<file path="src/rtl/reg_reader.sv">
// Read-side register sequencer: on go, reads BASE then COUNT registers up or down,
// presenting each word on data/data_valid and accumulating a running sum.
module reg_reader #(
  parameter int WIDTH = 32,
  parameter int BASE  = 8,
  parameter int COUNT = 4
) (
  input  logic             clock,
  input  logic             reset,
  input  logic             go,
  input  logic             direction,
  input  logic [WIDTH-1:0] rd_data,
  output logic [4:0]       regnum,
  output logic [WIDTH-1:0] data,
  output logic             data_valid,
  output logic [WIDTH-1:0] sum,
  output logic             done
);

  localparam logic [4:0] BASE5  = BASE[4:0];
  localparam logic [3:0] COUNT4 = COUNT[3:0];

  typedef enum logic [1:0] {Idle, Start, Read, Done} state_t;

  state_t     state, nextState;
  logic [3:0] k;
  logic       dirLatch;
  logic       leaveStart, capture, enterStart;

  assign leaveStart = (state == Start) && !go;
  assign capture    = leaveStart || (state == Read);
  assign enterStart = ((state == Idle) || (state == Done)) && go;
  assign done       = (state == Done);

  always_ff @(posedge clock or posedge reset) begin
    if (reset) begin
      state      <= Idle;
      k          <= '0;
      dirLatch   <= 1'b0;
      data       <= '0;
      sum        <= '0;
      data_valid <= 1'b0;
    end else begin
      state      <= nextState;
      data_valid <= capture;
      if (capture) data <= rd_data;
      if (enterStart) begin
        sum <= '0;
      end else if (leaveStart) begin
        dirLatch <= direction;
        sum      <= rd_data;
        k        <= 4'd1;
      end else if (state == Read) begin
        // carry out of the top bit is intentionally dropped
        sum <= sum + rd_data;
        k   <= k + 4'd1;
      end
    end
  end

  always_comb begin
    nextState = state;
    regnum    = '0;
    case (state)
      Idle:  if (go) nextState = Start;
      Start: begin
        regnum = BASE5;
        if (!go) nextState = Read;
      end
      Read: begin
        regnum = dirLatch ? BASE5 + {1'b0, k} : BASE5 - {1'b0, k};
        if (k == COUNT4) nextState = Done;
      end
      Done:  if (go) nextState = Start;
      default: nextState = Idle;
    endcase
  end

endmodule
</file>
<file path="config.mk">
export PLATFORM = sky130hd
export DESIGN_NAME = reg_reader
export DESIGN_NICKNAME = d
export VERILOG_FILES = /design/src/rtl/reg_reader.sv
export SDC_FILE = /design/constraint.sdc
export NUM_CORES = 1
export LEC_CHECK = 0
export ABC_CLOCK_PERIOD_IN_PS = 6100
export BUFFER_PORTS_ARGS = -buffer_cell sky130_fd_sc_hd__buf_2
export CAP_MARGIN = 25
export CORE_MARGIN = 2
export CORE_UTILIZATION = 59
export CTS_CLUSTER_DIAMETER = 60
export DETAILED_ROUTE_END_ITERATION = 8
export GPL_TIMING_DRIVEN = 0
export PLACE_DENSITY = 0.87
export REMOVE_ABC_BUFFERS = 1
export SLEW_MARGIN = 20
export SYNTH_ARGS = -nofsm -noshare
export SYNTH_HDL_FRONTEND = slang
export SYNTH_SLANG_ARGS = --single-unit
</file>
<file path="constraint.sdc">
create_clock -name clock -period 6.1 [get_ports clock]
set_input_delay 0.61 -clock clock [delete_from_list [all_inputs] [get_ports clock]]
set_output_delay 0.61 -clock clock [all_outputs]
set_load 0.1 [all_outputs]
</file>
==> results.sh <==
export IMPL_drive_gt1_share_pct=28.3
export IMPL_fin_crit_ns=3.31
export IMPL_coreArea_um2=7690
export IMPL_cp_data_required_time_ns=6.39
export IMPL_gp_congestion=0.883
export IMPL_crit_family="simple AND/OR/NAND/NOR gates"
export IMPL_fin_skew_ns=0.0102
export IMPL_io_pin_count=107
export IMPL_hpwl_um=8530
export IMPL_crit_path_max_incr_delay_ns=0.53
export IMPL_grt_pass1_vias=3929
export IMPL_fmax_ghz=0.302
export IMPL_cts_root_buf="clkbuf_8"
export IMPL_holdWs_ns=0.270
export IMPL_cp_max_fo=20
export IMPL_h_tree_depth=3
export IMPL_critical_path_buf_inv_count=2
export IMPL_most_common_layout_cells="106 x buf_2, 72 x dfrtp_1, 50 x o21ai_0"
export IMPL_status="complete, no violations"
export IMPL_clock_sinks=72
export IMPL_crit_slowest_cell="nand2_1"
export IMPL_grt_use_total_pct=27.0
export IMPL_start_util_pct=60.8
export IMPL_fillers=587
export IMPL_vias_per_cell=5.97
export IMPL_clk_latency_ns=0.35
export IMPL_syn_area_um2=4680
export IMPL_endpoint_kind="flip-flop"
export IMPL_synthFlopType="dfrtp_1"
export IMPL_fin_crit_sh_pct=54.2
export IMPL_yosysUniqueCellTypes=54
export IMPL_synth_seq_cells=72
export IMPL_cts_tree="done"
export IMPL_path_class="reg2reg"
export IMPL_slew_violations=0
export IMPL_yosysSeqAreaShare_pct=38.5
export IMPL_dieArea_um2=8660
export IMPL_synth_edf_count=0
export IMPL_worstMarginPinSlew_ns=0.699
export IMPL_wl_per_cell_um=16.5
export IMPL_synth_area_leaders="dfrtp_1 39%, ha_1 9.9%, mux2_2 7.9%"
export IMPL_syn_inst=486
export IMPL_die_h_um=93.0
export IMPL_path_clk_slew_ns=0.08
export IMPL_postCtsSetupBuffers=0
export IMPL_max_slew_margin_pct=53.3
export IMPL_area_growth_pct=18.4
export IMPL_grt_ovfl_total=0
export IMPL_grt_pass1_wl_um=18700
export IMPL_cp_depth=9
export IMPL_io_buffers=106
export IMPL_dr_first_iter_drc_count=186
export IMPL_critPathLaunchType="flip-flop"
export IMPL_ctsResizeCount=0
export IMPL_first_pass_iters=4
export IMPL_worstPathArrival_ns=3.59
export IMPL_clk_path_buf_depth=2
export IMPL_vias=4112
export IMPL_crit_chain="inv_1, ha_1, nor2b_4, nor2_4, buf_16, a21oi_1, nand2_1, nor4b_1, a211o_1"
export IMPL_nets=658
export IMPL_ys_warn_count=0
export IMPL_max_cap_violations=0
export IMPL_hold_violations=0
export IMPL_drc=0
export IMPL_antenna_found_initial=0
export IMPL_rsz0062_at_grt="no"
export IMPL_drt_total_wl_um=11400
export IMPL_fp_dieW_um=93.0
export IMPL_async_flop_share_pct=100
export IMPL_rows=32
export IMPL_setup_viol=0
export IMPL_antennaDiodeCount=0
export IMPL_final_common_cell="buf_2"
export IMPL_ant_nets=0
export IMPL_avgSynthCellArea_um2=9.62
export IMPL_grt_max_degree=40
export IMPL_yosysTopAreaCell="dfrtp_1"
export IMPL_rr_worst_depth=9
export IMPL_synthDominantCellAreaShare_pct=38.5
export IMPL_hp_class="in2async"
export IMPL_cts_hold_buffers_added=0
export IMPL_cts_buffers_inserted=9
==> layer usage <==
metal	track usage (%)	part of all wire, %	routed length (um)	vias up
met3	3.06	4.1	462	21
met4	11.2	2.4	272	0
li1	-	-	-	2001
met5	0	0	0	-
met2	44.3	49	5540	110
met1	36.5	45	5110	1980
==> synthesized netlist by cell type, drive strengths merged (2+ instances only) <==
master,instances
mux2i,5
a41oi,2
a221o,2
o21a,4
o21bai,2
o31ai,3
o211ai,4
a211oi,6
o21ai,54
nand3,9
ha,37
buf,2
clkbuf,21
a22oi,19
xor2,14
dfrtp,72
nand2b,4
nor3,4
or3,2
a21oi,41
nand2,37
nor2b,3
a31oi,7
a21o,13
mux2,33
or2,2
nor2,24
nand4,6
inv,9
a211o,4
xnor2,17
nor3b,4
nand3b,2
and2,3
and4,2
==> worst reg2reg max path: stages, from the launching register on <==
cell and delay [ns]:
dfrtp_1 0.42, inv_1 0.12, ha_1 0.25, nor2b_4 0.52, nor2_4 0.24, buf_16 0.22
a21oi_1 0.36, nand2_1 0.53, nor4b_1 0.43, a211o_1 0.15
==> worst paths after layout <==
kind,startpoint,end,slack (ns)
hold / removal,reset,state[0],0.27
min in group clock,direction,dirLatch,0.47
max in group asynchronous,reset,sum[0],5.26
setup / recovery,state[1],sum[28],2.79
hold reg to reg,data[11],data[11],0.50
setup reg to reg,state[1],sum[28],2.79
==> metrics by stage <==
stage / std cells / TNS [ns] / setup slack (ns) / utilization [%] / area [um2]
2_1_floorplan: 463 / 0 / 1.58 / - / 4590
3_3_place_gp: 671 / -10.23 / -0.615 / 68.3 / 5250
3_5_place_dp: 675 / 0 / 2.85 / 69.8 / 5370
4_1_cts: 689 / 0 / 2.81 / 72.0 / 5540
5_1_grt: 689 / 0 / 2.55 / 72.0 / 5540
6_report: 689 / 0 / 2.79 / 72.0 / 5540
==> kinds of logic (layout without fill, tap and decap cells) <==
kind of cell,count (synthesis),in the layout,synth area share (%)
mux,38,38,9.02
compound gates,170,170,22.9
flops,72,72,38.5
buf+inv,32,133,2.59
xor+xnor,31,31,5.81
fa+ha+maj,38,38,10.3
simple gates,105,105,10.8
==> sequential cells by signal (all words and copies together), names as in the netlist <==
name,flops
state,2
k,4
data_valid,1
sum,32
data,32
dirLatch,1
==> area by class of cell <==
| class | count | area [um2] | area share (%) |
|---|---|---|---|
| repair buffers | 110 | 621 | 11.2 |
| well taps | 102 | 128 | 2.31 |
| clock buffers | 13 | 139 | 2.51 |
| clock inverters | 1 | 30.0 | 0.542 |
| multi-input cells | 382 | 2780 | 50.2 |
| inverters | 9 | 36.3 | 0.656 |
| flip-flops and latches | 72 | 1800 | 32.5 |
Power is left out: the tool's default activity adds up to more than one toggle a clock period on the data nets, which glitch-free logic cannot reach.
